<file path="config.mk">
export PLATFORM = sky130hd
export DESIGN_NAME = vec_product_sched
export DESIGN_NICKNAME = d
export VERILOG_FILES = /design/src/rtl/vec_product_sched.sv
export SDC_FILE = /design/constraint.sdc
export NUM_CORES = 1
export LEC_CHECK = 0
export CORE_AREA = 5 5 426 428
export CTS_CLUSTER_SIZE = 8
export DETAILED_ROUTE_END_ITERATION = 16
export DIE_AREA = 0 0 431 433
export HOLD_SLACK_MARGIN = 0.03
export PLACE_DENSITY = 0.39
export SYNTH_ARGS = -nofsm -noshare
export SYNTH_HDL_FRONTEND = slang
export SYNTH_SLANG_ARGS = --single-unit
</file>
<file path="constraint.sdc">
create_clock -name i_clk -period 2.9 [get_ports i_clk]
set_input_delay 0.435 -clock i_clk [delete_from_list [all_inputs] [get_ports i_clk]]
set_output_delay 0.435 -clock i_clk [all_outputs]
set_load 0.02 [all_outputs]
</file>
<file path="src/rtl/vec_product_sched.sv">
// Sequencer for a shared vec_product datapath: walks an M x N score tile,
// fetches A/B operand vectors and streams tagged dot products downstream.
module vec_product_sched #(
    parameter int BIT_WIDTH = 4,
    parameter int VEC_SIZE  = 64,
    parameter int RES_WIDTH = BIT_WIDTH * 2 + $clog2(VEC_SIZE),
    parameter int DIM_WIDTH = 8
) (
    input  logic                           i_clk,
    input  logic                           i_rst_n,
    input  logic                           i_start,
    input  logic [DIM_WIDTH-1:0]           i_rows,
    input  logic [DIM_WIDTH-1:0]           i_cols,
    output logic                           o_busy,
    output logic                           o_done,
    output logic                           o_a_ren,
    output logic [DIM_WIDTH-1:0]           o_a_addr,
    input  logic [BIT_WIDTH*VEC_SIZE-1:0]  i_a_data,
    output logic                           o_b_ren,
    output logic [DIM_WIDTH-1:0]           o_b_addr,
    input  logic [BIT_WIDTH*VEC_SIZE-1:0]  i_b_data,
    output logic [BIT_WIDTH*VEC_SIZE-1:0]  o_vp_a,
    output logic [BIT_WIDTH*VEC_SIZE-1:0]  o_vp_b,
    input  logic [RES_WIDTH-1:0]           i_vp_product,
    output logic                           o_res_valid,
    input  logic                           i_res_ready,
    output logic [RES_WIDTH-1:0]           o_res_data,
    output logic [DIM_WIDTH-1:0]           o_res_row,
    output logic [DIM_WIDTH-1:0]           o_res_col
);

    typedef enum logic [1:0] {IDLE, RUN, DRAIN, DONE} state_t;

    state_t                 state;
    logic [DIM_WIDTH-1:0]   rows_q;
    logic [DIM_WIDTH-1:0]   cols_q;
    logic [DIM_WIDTH-1:0]   i_q;
    logic [DIM_WIDTH-1:0]   j_q;
    logic                   f_valid;
    logic [DIM_WIDTH-1:0]   f_row;
    logic [DIM_WIDTH-1:0]   f_col;
    logic                   d_valid;
    logic [DIM_WIDTH-1:0]   d_row;
    logic [DIM_WIDTH-1:0]   d_col;
    logic                   advance;
    logic                   issue;
    logic                   last_col;
    logic                   last_pair;
    logic                   drained;

    assign advance   = !o_res_valid || i_res_ready;
    assign issue     = (state == RUN) && advance;
    assign last_col  = (j_q == cols_q - DIM_WIDTH'(1));
    assign last_pair = last_col && (i_q == rows_q - DIM_WIDTH'(1));
    // advance already folds in the final handshake of the output stage
    assign drained   = !f_valid && !d_valid && advance;

    assign o_a_ren  = issue;
    assign o_b_ren  = issue;
    assign o_a_addr = i_q;
    assign o_b_addr = j_q;

    always_ff @(posedge i_clk or negedge i_rst_n) begin
        if (!i_rst_n) begin
            state  <= IDLE;
            rows_q <= '0;
            cols_q <= '0;
            i_q    <= '0;
            j_q    <= '0;
            o_busy <= 1'b0;
            o_done <= 1'b0;
        end else begin
            case (state)
                IDLE: begin
                    if (i_start) begin
                        rows_q <= i_rows;
                        cols_q <= i_cols;
                        i_q    <= '0;
                        j_q    <= '0;
                        o_busy <= 1'b1;
                        if (i_rows == '0 || i_cols == '0) state <= DONE;
                        else                               state <= RUN;
                    end
                end
                RUN: begin
                    if (advance) begin
                        if (last_pair) begin
                            state <= DRAIN;
                        end else if (last_col) begin
                            j_q <= '0;
                            i_q <= i_q + DIM_WIDTH'(1);
                        end else begin
                            j_q <= j_q + DIM_WIDTH'(1);
                        end
                    end
                end
                DRAIN: begin
                    if (drained) begin
                        state  <= DONE;
                        o_done <= 1'b1;
                    end
                end
                DONE: begin
                    // empty jobs arrive here with o_done low and pulse it next cycle
                    if (o_done) begin
                        o_done <= 1'b0;
                        o_busy <= 1'b0;
                        state  <= IDLE;
                    end else begin
                        o_done <= 1'b1;
                    end
                end
                default: state <= IDLE;
            endcase
        end
    end

    always_ff @(posedge i_clk or negedge i_rst_n) begin
        if (!i_rst_n) begin
            f_valid     <= 1'b0;
            f_row       <= '0;
            f_col       <= '0;
            d_valid     <= 1'b0;
            d_row       <= '0;
            d_col       <= '0;
            o_vp_a      <= '0;
            o_vp_b      <= '0;
            o_res_valid <= 1'b0;
            o_res_data  <= '0;
            o_res_row   <= '0;
            o_res_col   <= '0;
        end else if (advance) begin
            f_valid     <= issue;
            f_row       <= i_q;
            f_col       <= j_q;
            d_valid     <= f_valid;
            o_res_valid <= d_valid;
            if (f_valid) begin
                o_vp_a <= i_a_data;
                o_vp_b <= i_b_data;
                d_row  <= f_row;
                d_col  <= f_col;
            end
            if (d_valid) begin
                o_res_data <= i_vp_product;
                o_res_row  <= d_row;
                o_res_col  <= d_col;
            end
        end
    end

endmodule

</file>
After elaboration in Yosys (flattened, before gate mapping)
Index checks and enable logic that the tools add are counted.

operators by class
  add/sub/neg operators = 4
  multiplexer cells = 22
  equal/unequal tests = 12
  reductions and logical operators = 23

operators by type and width
  kind                 number
  $mux 8               7
  $pmux 8 s2           2
  $add 8x1->8 const B  2
  $eq 8x8->1           2
  $logic_not 8->1      2
  $sub 8x1->8 const B  2
  $ne 2x2->1 const B   7
  $mux 2               6
  $reduce_and 5->1     2
  $pmux 2 s4           1
  $reduce_and 2->1     4
  $reduce_bool 2->1    3
  $eq 2x2->1 const B   2
  $logic_and 1x1->1    4
  $mux 1               4
  $pmux 1 s2           2
  $reduce_and 4->1     1
  $logic_not 1->1      3
  $reduce_and 3->1     1
  $eq 2x1->1 const B   1
  $logic_not 2->1      1
  $logic_or 1x1->1     2

word-level totals
  word-level logic and storage cells = 80
  bits of input ports = 546
  output and inout bits = 563
  register bits = 613

Depth between registers and ports, before layout
Gate-level depths: netlist (run 1).

  depth after elaboration = 6
  mapped depth = 13
  mapped depth without buffers = 11

Least setup slack after synthesis (run 1)
No wires, ideal clock.

  kind = reg2reg
  from = register cols_q[2]
  to = register state[1]
  slack = 0.396 ns
  data arrival time = 2.421 ns
  data required time = 2.817 ns
  period minus slack after synthesis = 2.504 ns
  library setup time = 0.083 ns
  stages on the path, launching flop included = 10
  cell sequence = dfrtp_1 -> or3_4 -> or3_1 -> a21oi_1 -> nor3_1 -> or3_4 -> or3_1 -> a21oi_2 -> o211ai_1 -> o21ai_0

between the ends
  longest elaborated chain between the ends = 5

RTL lines
  what                               RTL line  text
  from (decl)                        36        logic [DIM_WIDTH-1:0] cols_q;
  from (signal assigned)             77        cols_q <= i_cols;
  $sub 8x1->8                        53        assign last_col = (j_q == cols_q - DIM_WIDTH'(1));
  $eq 8x8->1                         53
  $logic_and 1x1->1                  54        assign last_pair = last_col && (i_q == rows_q - DIM_WIDTH'(1));
  $ne 2x2->1 (no source line)        -
  $reduce_and 5->1 (no source line)  -
  to (signal assigned)               65        state <= IDLE;
  to (signal assigned)               81        if (i_rows == '0 || i_cols == '0) state <= DONE;
  to (signal assigned)               82        else state <= RUN;
  to (decl)                          34        state_t state;

No other way between the ends.
A chain may end at the register's enable or synchronous reset.

Worst setup path after layout (run 1)
  from = register state[1]
  to = output o_b_ren

between the ends
  longest elaborated chain between the ends = 2

RTL lines
  what               RTL line  text
  $eq 2x1->1         52        assign issue = (state == RUN) && advance;
  $logic_and 1x1->1  52
  to (decl)          19        output logic o_b_ren,

No other way between the ends.

==> impl_metrics.toml, run 1 <==
[sta]
fmax_mhz = 366
final.setup.tns_ps = 0
grt_setup_unrepaired = "no"
layout_min_cycle_time_ps = 2730
fin_crit_sh = 0.941
maxSlewHeadroom = 0.595
drv_slew = 0
skew_ps = 19.2
worst_pin_slew_ps = 605
setup_viol = 0
hold_violations = 0

[global_route]
gr-total-overflow = 0
grt_max_degree = 63
antenna_found_initial = 29
grt_pass1_vias = 18800
grtUsageTotal = 0.122
grt_pass1_wl_um = 160000

[final_layout]
reg_top3 = "o_vp_a: 256 flops, o_vp_b: 256 flops, o_res_data: 14 flops"
area_growth_pct = 73.5
final_nets = 3278
fin_util = 0.230
regArea_sq_um = 15300
fill_cells = 18900
layout-drive-gt1-share = 0.286
multi_input_area_sq_um = 7850

[yosys]
synthTopCellsByCount = "613 x dfrtp_1, 574 x mux2_2, 70 x clkbuf_1, 70 x nand2_1, 19 x o21ai_0"
synth_cell_types = 46
synth_area_sq_um = 23500
netlist_instances = 1508
yosysWarnings = 0
avgSynthCellArea_sq_um = 15.6
synth_most_common_cell = "dfrtp_1"
netlist_top_cells_area = "dfrtp_1 65%, mux2_2 28%, clkbuf_1 1.1%"
yosysSeqAreaShare = 0.653
yosysTopAreaCell = "dfrtp_1"
synth_edf_count = 0
synth_nets = 2062
ys.flop_type = "dfrtp_1"
synth.ff_latch_count = 613
yosysTopAreaCellShare = 0.653
async_flop_share = 1.00

[routing]
wl_per_cell_um = 23.2
vias_per_cell = 3.38
drcViolationCount = 0
via_count = 17300
wirelength_um = 118000
drtPass1Iterations = 4
first_iter_violations = 687
detail-route-antenna-nets = 0

[place]
hpwl_um = 96200
port-buffer-count = 1108
gp_congestion = 0.807

[setup_path]
required_ps = 2470
path_max_fanout = 4
critPathKind = "flop to output port"
end_kind = "output port"
arrival_ps = 2290
crit_path_start_kind = "flop"

[die]
start_util = 0.132
die_x_um = 431
rows = 155
pin_count = 1109
core-area_sq_um = 177000
die_h_um = 433
dieArea_sq_um = 187000

[power_and_ir_drop]
p_clk_frac = 0.201
p_sw_frac = 0.379
seq_power_share = 0.309
p_switching_uw = 18700
ir_drop_mv = 0.503
power.density_nw_per_um2 = 1210
internal-power_uw = 30700
p_leak_uw = 0.0165
comb_power_share = 0.490

[clocking]
path_clk_slew_ps = 50
max-clock-path-buffers = 3
cts-root-buf = "clkbuf_16"
cts_tree = "built"
worst_skew_pair.late_latency_ps = 690
postCtsSetupRepairBufs = 0
cts.sinks = 613
cts_max_level = 3
cts_buffers = 90

[min_path]
hold_class = "input pin to async pin"

[status]
status = "completed"

[job]
max-cap-violations = 0
## cells by family (layout without fill, tap and decap cells)
family,after synthesis,in the layout,synth area share
buf+inv,89,1327,0.0145
simple gates,143,143,0.0300
xor+xnor,25,25,0.00932
fa+ha+maj,8,8,0.00426
other cells,0,13,0
flops,613,613,0.653
compound gates,56,56,0.0142
mux,574,574,0.275
## cell type report
type                            count  area share
Sequential cell                   613       0.376
Timing Repair Buffer             1200       0.295
Multi-Input combinational cell    806       0.193
Tap cell                         2355      0.0722
Clock buffer                      106      0.0589
Clock inverter                      8     0.00270
Inverter                           13     0.00120
Antenna cell                       13    0.000798
## cells in the final DEF, fill, tap and decap left out, types with 6 or more instances in the layout
master,n
clkdlybuf4s50_1,1106
dfrtp_1,613
mux2_2,574
clkbuf_16,91
buf_4,70
nand2_1,68
buf_12,21
o21ai_0,19
xnor2_1,17
nor2_1,16
diode_2,13
inv_1,13
a21oi_1,12
nand2b_1,8
xor2_1,8
nor4_1,8
nand3_1,8
ha_1,8
clkbuf_1,8
nor3_1,7
clkbuf_8,7
a31oi_1,6
## worst paths after layout
check / depth (start not counted) / endpoint / from / slack, ps
min in group i_clk: 2 / o_vp_b[110]$_DFFE_PN0P_ / i_b_data[110] / 360
hold / removal: 2 / o_vp_a[167]$_DFFE_PN0P_ / i_rst_n / 320
hold reg to reg: 2 / f_row[5]$_DFFE_PN0N_ / f_row[5]$_DFFE_PN0N_ / 470
max in group asynchronous: 3 / o_vp_b[72]$_DFFE_PN0P_ / i_rst_n / 1640
setup reg to reg: 10 / o_a_addr[5]$_DFFE_PN0P_ / cols_q[2]$_DFFE_PN0P_ / 270
setup / recovery: 5 / o_b_ren / state[1]$_DFFE_PN0P_ / 170
## worst max-delay path: stages (launching register included)
cell and delay (ps):
dfrtp_1 400, inv_1 100, ha_1 180, nand2_1 170
inv_1 150, clkdlybuf4s50_1 620
## timing repair
item                                   in CTS  in global routing
setup endpoints to repair                   1                  9
resized for setup                           1                  3
endpoints found under the hold margin      52                  0
hold buffers                                1                  0
pin swaps                                   0                  1
## power by group through the flow
stage               Combinational, uW  Clock (uW)  Sequential [uW]
CTS                             24700       10400            15300
global placement                24600           0            15300
global route                    25400       10700            15800
detailed placement              24600           0            15300
finish                          24200        9910            15300
floorplan                        6710           0            19500
## layer usage
layer | wire, um | vias to the layer above | track usage | share of wire
met1 | 46700 | 8824 | 0.145 | 0.39
li1 | - | 7744 | - | -
met2 | 58700 | 563 | 0.205 | 0.50
met3 | 10000 | 148 | 0.0466 | 0.085
met5 | 48 | - | 0 | 0.00041
met4 | 2950 | 8 | 0.0400 | 0.025
## stage by stage
step	hold WS, ps	power (uW)	instance area [sq um]	instances	worst slack (ps)
after floorplan	139	26200	23500	1508	396
after global placement	445	39900	38200	4986	164
after detailed placement	440	39900	38200	4986	148
after CTS	219	50400	40700	5101	22.1
after global routing	276	51900	40800	5106	6.21
final	319	49400	40800	5114	171
Power figures use the tool's default switching activity.
==> run 2: changes to the inputs <==
--- a/config.mk
+++ b/config.mk
@@ -5,10 +5,11 @@
 export SDC_FILE = /design/constraint.sdc
 export NUM_CORES = 1
 export LEC_CHECK = 0
-export CORE_AREA = 5 5 426 428
+export ABC_AREA = 1
+export CORE_AREA = 5 5 424 426
 export CTS_CLUSTER_SIZE = 8
 export DETAILED_ROUTE_END_ITERATION = 16
-export DIE_AREA = 0 0 431 433
+export DIE_AREA = 0 0 429 431
 export HOLD_SLACK_MARGIN = 0.03
 export PLACE_DENSITY = 0.39
 export SYNTH_ARGS = -nofsm -noshare
==> run 2 against run 1 <==
Compared with the run above:
- critical path depth is the same
- worst setup slack improved by 110 ps
- worst hold slack gained 26 ps
- combinational power hardly changed
- sequential power about the same
- flip-flop and latch count unchanged
- cell area shrank 0.43%
- routed wire length is 9.5% higher
- final cell count rose by 1.2%
- sequential share of layout area grew 0.16 points
- largest cell class unchanged
- clock skew down 2.7 ps
==> impl_metrics.toml, run 2 <==
[status]
status = "completed"

[min_path]
hp-start = "i_b_data[115]"
hold_class = "input pin to flop"

[clocking]
cts.sinks = 613
path_clk_slew_ps = 50
cts-root-buf = "clkbuf_16"
postCtsSetupRepairBufs = 0
cts_max_level = 3
cts_buffers = 90
worst_skew_pair.late_latency_ps = 690
cts_tree = "built"
max-clock-path-buffers = 3

[final_layout]
regArea_sq_um = 15300
fin_util = 0.232
reg_top3 = "o_vp_a: 256 flops, o_vp_b: 256 flops, o_res_data: 14 flops"
final_common_cell = "clkdlybuf4s50_1"
final_nets = 3352
area_growth_pct = 70.6
instances_no_fill = 5177
layout_common_cells = "1105 x clkdlybuf4s50_1, 613 x dfrtp_1, 557 x mux2_2"
fill_cells = 18600
layout-drive-gt1-share = 0.261
multi_input_area_sq_um = 7930

[yosys]
synth_edf_count = 0
avgSynthCellArea_sq_um = 14.7
ys.flop_type = "dfrtp_1"
yosysTopAreaCell = "dfrtp_1"
synth_most_common_cell = "dfrtp_1"
synth_cell_types = 36
netlist_instances = 1621
netlist_top_cells_area = "dfrtp_1 64%, mux2_2 26%, nand2_1 2.1%"
yosysTopAreaCellShare = 0.644
async_flop_share = 1.00
yosysSeqAreaShare = 0.644
synth.ff_latch_count = 613
synth_area_sq_um = 23800
synthTopCellsByCount = "613 x dfrtp_1, 557 x mux2_2, 131 x nand2_1"
yosysWarnings = 0
synth_nets = 2175

[setup_path]
arrival_ps = 2190
critPathKind = "flop to output port"
crit_start = "state[1]$_DFFE_PN0P_"
end_kind = "output port"
path_max_fanout = 18
crit_path_start_kind = "flop"
reg2reg_from = "cols_q[0]$_DFFE_PN0P_"
required_ps = 2470

[die]
pin_count = 1109
die_h_um = 431
dieArea_sq_um = 185000
rows = 154
die_x_um = 429
core-area_sq_um = 175000
start_util = 0.136

[power_and_ir_drop]
power.total_uw = 49500
p_leak_uw = 0.0165
ir_drop_mv = 0.531
power.density_nw_per_um2 = 1220

[global_route]
grtUsageTotal = 0.135
gr-total-overflow = 0
grt_max_degree = 73
grt_pass1_vias = 18700
grt_pass1_wl_um = 172000
antenna_found_initial = 52

[sta]
worst_pin_slew_ps = 734
maxSlewHeadroom = 0.509
fmax_mhz = 381
grt_setup_unrepaired = "no"
layout_min_cycle_time_ps = 2620
setup_viol = 0
skew_ps = 16.4
final.setup.tns_ps = 0
hold_violations = 0
fin_crit_sh = 0.904
hold_ws_ps = 345
drv_slew = 0

[place]
dpl.cell_count = 5045
gp_congestion = 0.829
port-buffer-count = 1108
hpwl_um = 106000

[routing]
via_count = 17700
detail-route-antenna-nets = 0
drtPass1Iterations = 5
vias_per_cell = 3.42
wirelength_um = 130000
wl_per_cell_um = 25.0
first_iter_violations = 829
drcViolationCount = 0

[job]
max-cap-violations = 0
run 2: cell count changes after synthesis, sizes merged, moves of 18 or more:
cell / previous run / this run
nand2: 70 / 138
clkbuf: 70 / 13
inv: 13 / 49
nand3: 8 / 26
buf: 6 / 62
nor2: 16 / 56
run 2: layout make-up:
| type | instances | area share |
|---|---|---|
| clock buffer | 108 | 0.0584 |
| multi-input combinational | 884 | 0.195 |
| clock inverter | 10 | 0.00348 |
| sequential | 613 | 0.378 |
| inverter | 49 | 0.00453 |
| antenna | 13 | 0.000801 |
| timing repair buffer | 1160 | 0.288 |
| tap | 2340 | 0.0721 |
run 2: path summary, 6_finish.rpt:
check,end,slack [ps],cells past startpoint
worst min-delay path,o_vp_b[115]$_DFFE_PN0P_,350,2
worst min register to register,d_col[4]$_DFFE_PN0P_,470,2
worst max-delay path,o_a_ren,280,5
worst max register to register,o_b_addr[0]$_DFFE_PN0P_,650,13
min in group asynchronous,o_vp_b[56]$_DFFE_PN0P_,360,2
max in group asynchronous,o_vp_a[149]$_DFFE_PN0P_,1480,4
run 2: worst max-delay path, stage by stage (launching register included):
cell and delay, ps:
dfrtp_1 420, inv_1 100, ha_2 250, inv_2 180, nor2_1 200, dlygate4sd2_1 360
run 2: kinds of logic (layout without fill, tap and decap cells):
logic type,count (synthesis),after routing,share of synthesized area
flip-flops,613,613,0.644
AND/OR/NAND/NOR,253,253,0.0472
buffers and inverters,124,1327,0.0232
adder cells (fa/ha/maj),8,8,0.00420
multiplexers,557,557,0.263
XOR/XNOR,21,21,0.00772
AO/OA/AOI/OAI,45,45,0.00993
other,0,13,0
run 2: timing repair:
item,in CTS,in global routing
endpoints found under the hold margin,27,0
setup endpoints to repair,2,2
hold buffers,1,0
resized for setup,2,1
run 2: through the flow:
| stage | worst slack (ps) | instance area (sq um) |
|---|---|---|
| floorplan | 915 | 23800 |
| global placement | 433 | 38100 |
| detailed placement | 434 | 38100 |
| CTS | 51.6 | 40600 |
| global route | 62.4 | 40600 |
| finish | 277 | 40600 |
run 2: layer usage:
| layer | up-vias | part of all wire | track usage |
|---|---|---|---|
| met2 | 741 | 0.47 | 0.218 |
| li1 | 7925 | - | - |
| met4 | 16 | 0.027 | 0.0470 |
| met3 | 193 | 0.099 | 0.0625 |
| met5 | - | 0.00077 | 0.00282 |
| met1 | 8822 | 0.40 | 0.157 |
run 2: power breakdown:
group          leakage [uW]  total, uW  internal, uW  switching (uW)
logic               0.00792      24300         11900           12400
registers           0.00733      15300         12700            2660
clock network       0.00123       9890          5710            4180
total                0.0165      49500         30300           19300
==> run 3: changes to the inputs <==
--- a/config.mk
+++ b/config.mk
@@ -6,12 +6,14 @@
 export NUM_CORES = 1
 export LEC_CHECK = 0
 export ABC_AREA = 1
-export CORE_AREA = 5 5 424 426
+export CORE_AREA = 5 5 426 428
 export CTS_CLUSTER_SIZE = 8
 export DETAILED_ROUTE_END_ITERATION = 16
-export DIE_AREA = 0 0 429 431
+export DIE_AREA = 0 0 431 433
+export DONT_BUFFER_PORTS = 1
 export HOLD_SLACK_MARGIN = 0.03
-export PLACE_DENSITY = 0.39
+export PLACE_DENSITY = 0.31
+export REMOVE_ABC_BUFFERS = 1
 export SYNTH_ARGS = -nofsm -noshare
 export SYNTH_HDL_FRONTEND = slang
 export SYNTH_SLANG_ARGS = --single-unit
==> run 3 against run 2 <==
Compared with the run above:
- the run now ends with negative hold slack, max-slew violations left
- critical endpoint is now o_res_col[5]$_DFFE_PN0P_
- worst setup slack improved by 78 ps
- clock skew increased by 14 ps
- largest power group is now sequential cells
- final cell count fell by 11%
- core utilization is 3.6 points lower
- sequential share of layout area up 6.3 points
- largest cell class unchanged
==> impl_metrics.toml, run 3 (synthesis results as in run 2) <==
[setup_path]
required_ps = 2760
arrival_ps = 2400
reg2reg_from = "cols_q[0]$_DFFE_PN0P_"
path_max_fanout = 613
critPathKind = "input pin to async pin"
crit_start = "i_rst_n"
end_kind = "async pin"
crit_path_start_kind = "input pin"

[min_path]
hold_class = "input pin to async pin"

[sta]
worst_pin_slew_ps = 3930
fin_crit_sh = 0.877
hold_ws_ps = -536
drv_slew = 397
setup_viol = 0
layout_min_cycle_time_ps = 2540
final.setup.tns_ps = 0
hold_violations = 285
skew_ps = 30.2
maxSlewHeadroom = -1.62
fmax_mhz = 393
grt_setup_unrepaired = "no"

[final_layout]
layout-drive-gt1-share = 0.322
fin_util = 0.196
reg_top3 = "o_vp_a: 256 flops, o_vp_b: 256 flops, o_res_data: 14 flops"
instances_no_fill = 4606
postLayoutCellArea_sq_um = 34800
final_nets = 2772
layout_common_cells = "613 x dfrtp_1, 557 x mux2_2, 543 x dlygate4sd3_1"
final_common_cell = "dfrtp_1"
fill_cells = 19100
area_growth_pct = 46.1

[power_and_ir_drop]
power.density_nw_per_um2 = 1190
ir_drop_mv = 0.477
p_switching_uw = 17500
p_clk_frac = 0.236
seq_power_share = 0.540
p_sw_frac = 0.423
internal-power_uw = 23900
p_leak_uw = 0.0143
comb_power_share = 0.223

[die]
pin_count = 1109
die_x_um = 431
rows = 155
die_h_um = 433
core-area_sq_um = 177000
start_util = 0.134
dieArea_sq_um = 187000

[clocking]
cts.sinks = 613
path_clk_slew_ps = 50
hold_buffers = 543
cts_max_level = 3
max-clock-path-buffers = 3
worst_skew_pair.late_latency_ps = 680
cts_buffers = 90
cts_tree = "built"
cts-root-buf = "clkbuf_16"

[routing]
wirelength_um = 108000
vias_per_cell = 3.45
via_count = 15900
drcViolationCount = 0
first_iter_violations = 603
wl_per_cell_um = 23.4
drtPass1Iterations = 5
detail-route-antenna-nets = 0

[status]
failed_checks = "negative hold slack, max-slew violations"
status = "finished, violations left"

[job]
max-cap-violations = 0

[global_route]
grt_pass1_vias = 17500
grtUsageTotal = 0.109
grt_max_degree = 614
gr-total-overflow = 0
antenna_found_initial = 43
grt_pass1_wl_um = 145000

[place]
dpl.cell_count = 3938
hpwl_um = 83900
gp_congestion = 0.850
placed_area_sq_um = 26800
port-buffer-count = 0
run 3: worst paths after layout:
path / slack [ps] / end / depth (start not counted)
worst max-delay path: 360 / o_res_col[5]$_DFFE_PN0P_ / 0
worst min-delay path: -540 / o_vp_a[126]$_DFFE_PN0P_ / 0
worst max register to register: 720 / o_b_addr[1]$_DFFE_PN0P_ / 13
worst min register to register: 480 / o_res_row[0]$_DFFE_PN0P_ / 1
max in group i_clk: 360 / o_a_ren / 6
min in group i_clk: 180 / f_row[6]$_DFFE_PN0N_ / 4
run 3: stage by stage:
step | worst slack, ps | total power (uW)
finish | 355 | 41400
global route | 207 | 43600
CTS | 219 | 42300
detailed placement | 730 | 31300
global placement | 745 | 31200
floorplan | -11400 | 19000
run 3: area by class of cell:
cell class | count | area (sq um) | area share
Tap cell | 2355 | 2950 | 0.0847
Multi-Input combinational cell | 884 | 7930 | 0.228
Clock buffer | 104 | 2340 | 0.0674
Timing Repair Buffer | 580 | 5860 | 0.169
Antenna cell | 11 | 27.5 | 0.000791
Inverter | 49 | 184 | 0.00529
Clock inverter | 10 | 153 | 0.00439
Sequential cell | 613 | 15300 | 0.441
run 3: what timing repair did:
action,4_1_cts,5_1_grt
buffers inserted,0,0
resized for setup,0,0
endpoints found under the hold margin,1156,613
endpoints found under the setup margin,0,0
run 3: power by group through the flow:
stage                     Sequential (uW)  Clock (uW)  Combinational (uW)
after floorplan                     14700           0                4280
after global placement              22800           0                8450
after detailed placement            22600           0                8670
after CTS                           22600       10300                9420
after global routing                22900       10600               10100
final                               22400        9780                9240
run 3: layer usage:
layer | vias up | GRT usage | part of all wire
met4 | 8 | 0.0323 | 0.024
met2 | 778 | 0.183 | 0.49
met1 | 8173 | 0.118 | 0.35
met3 | 166 | 0.0597 | 0.13
li1 | 6756 | - | -
met5 | - | 0 | 0.00051
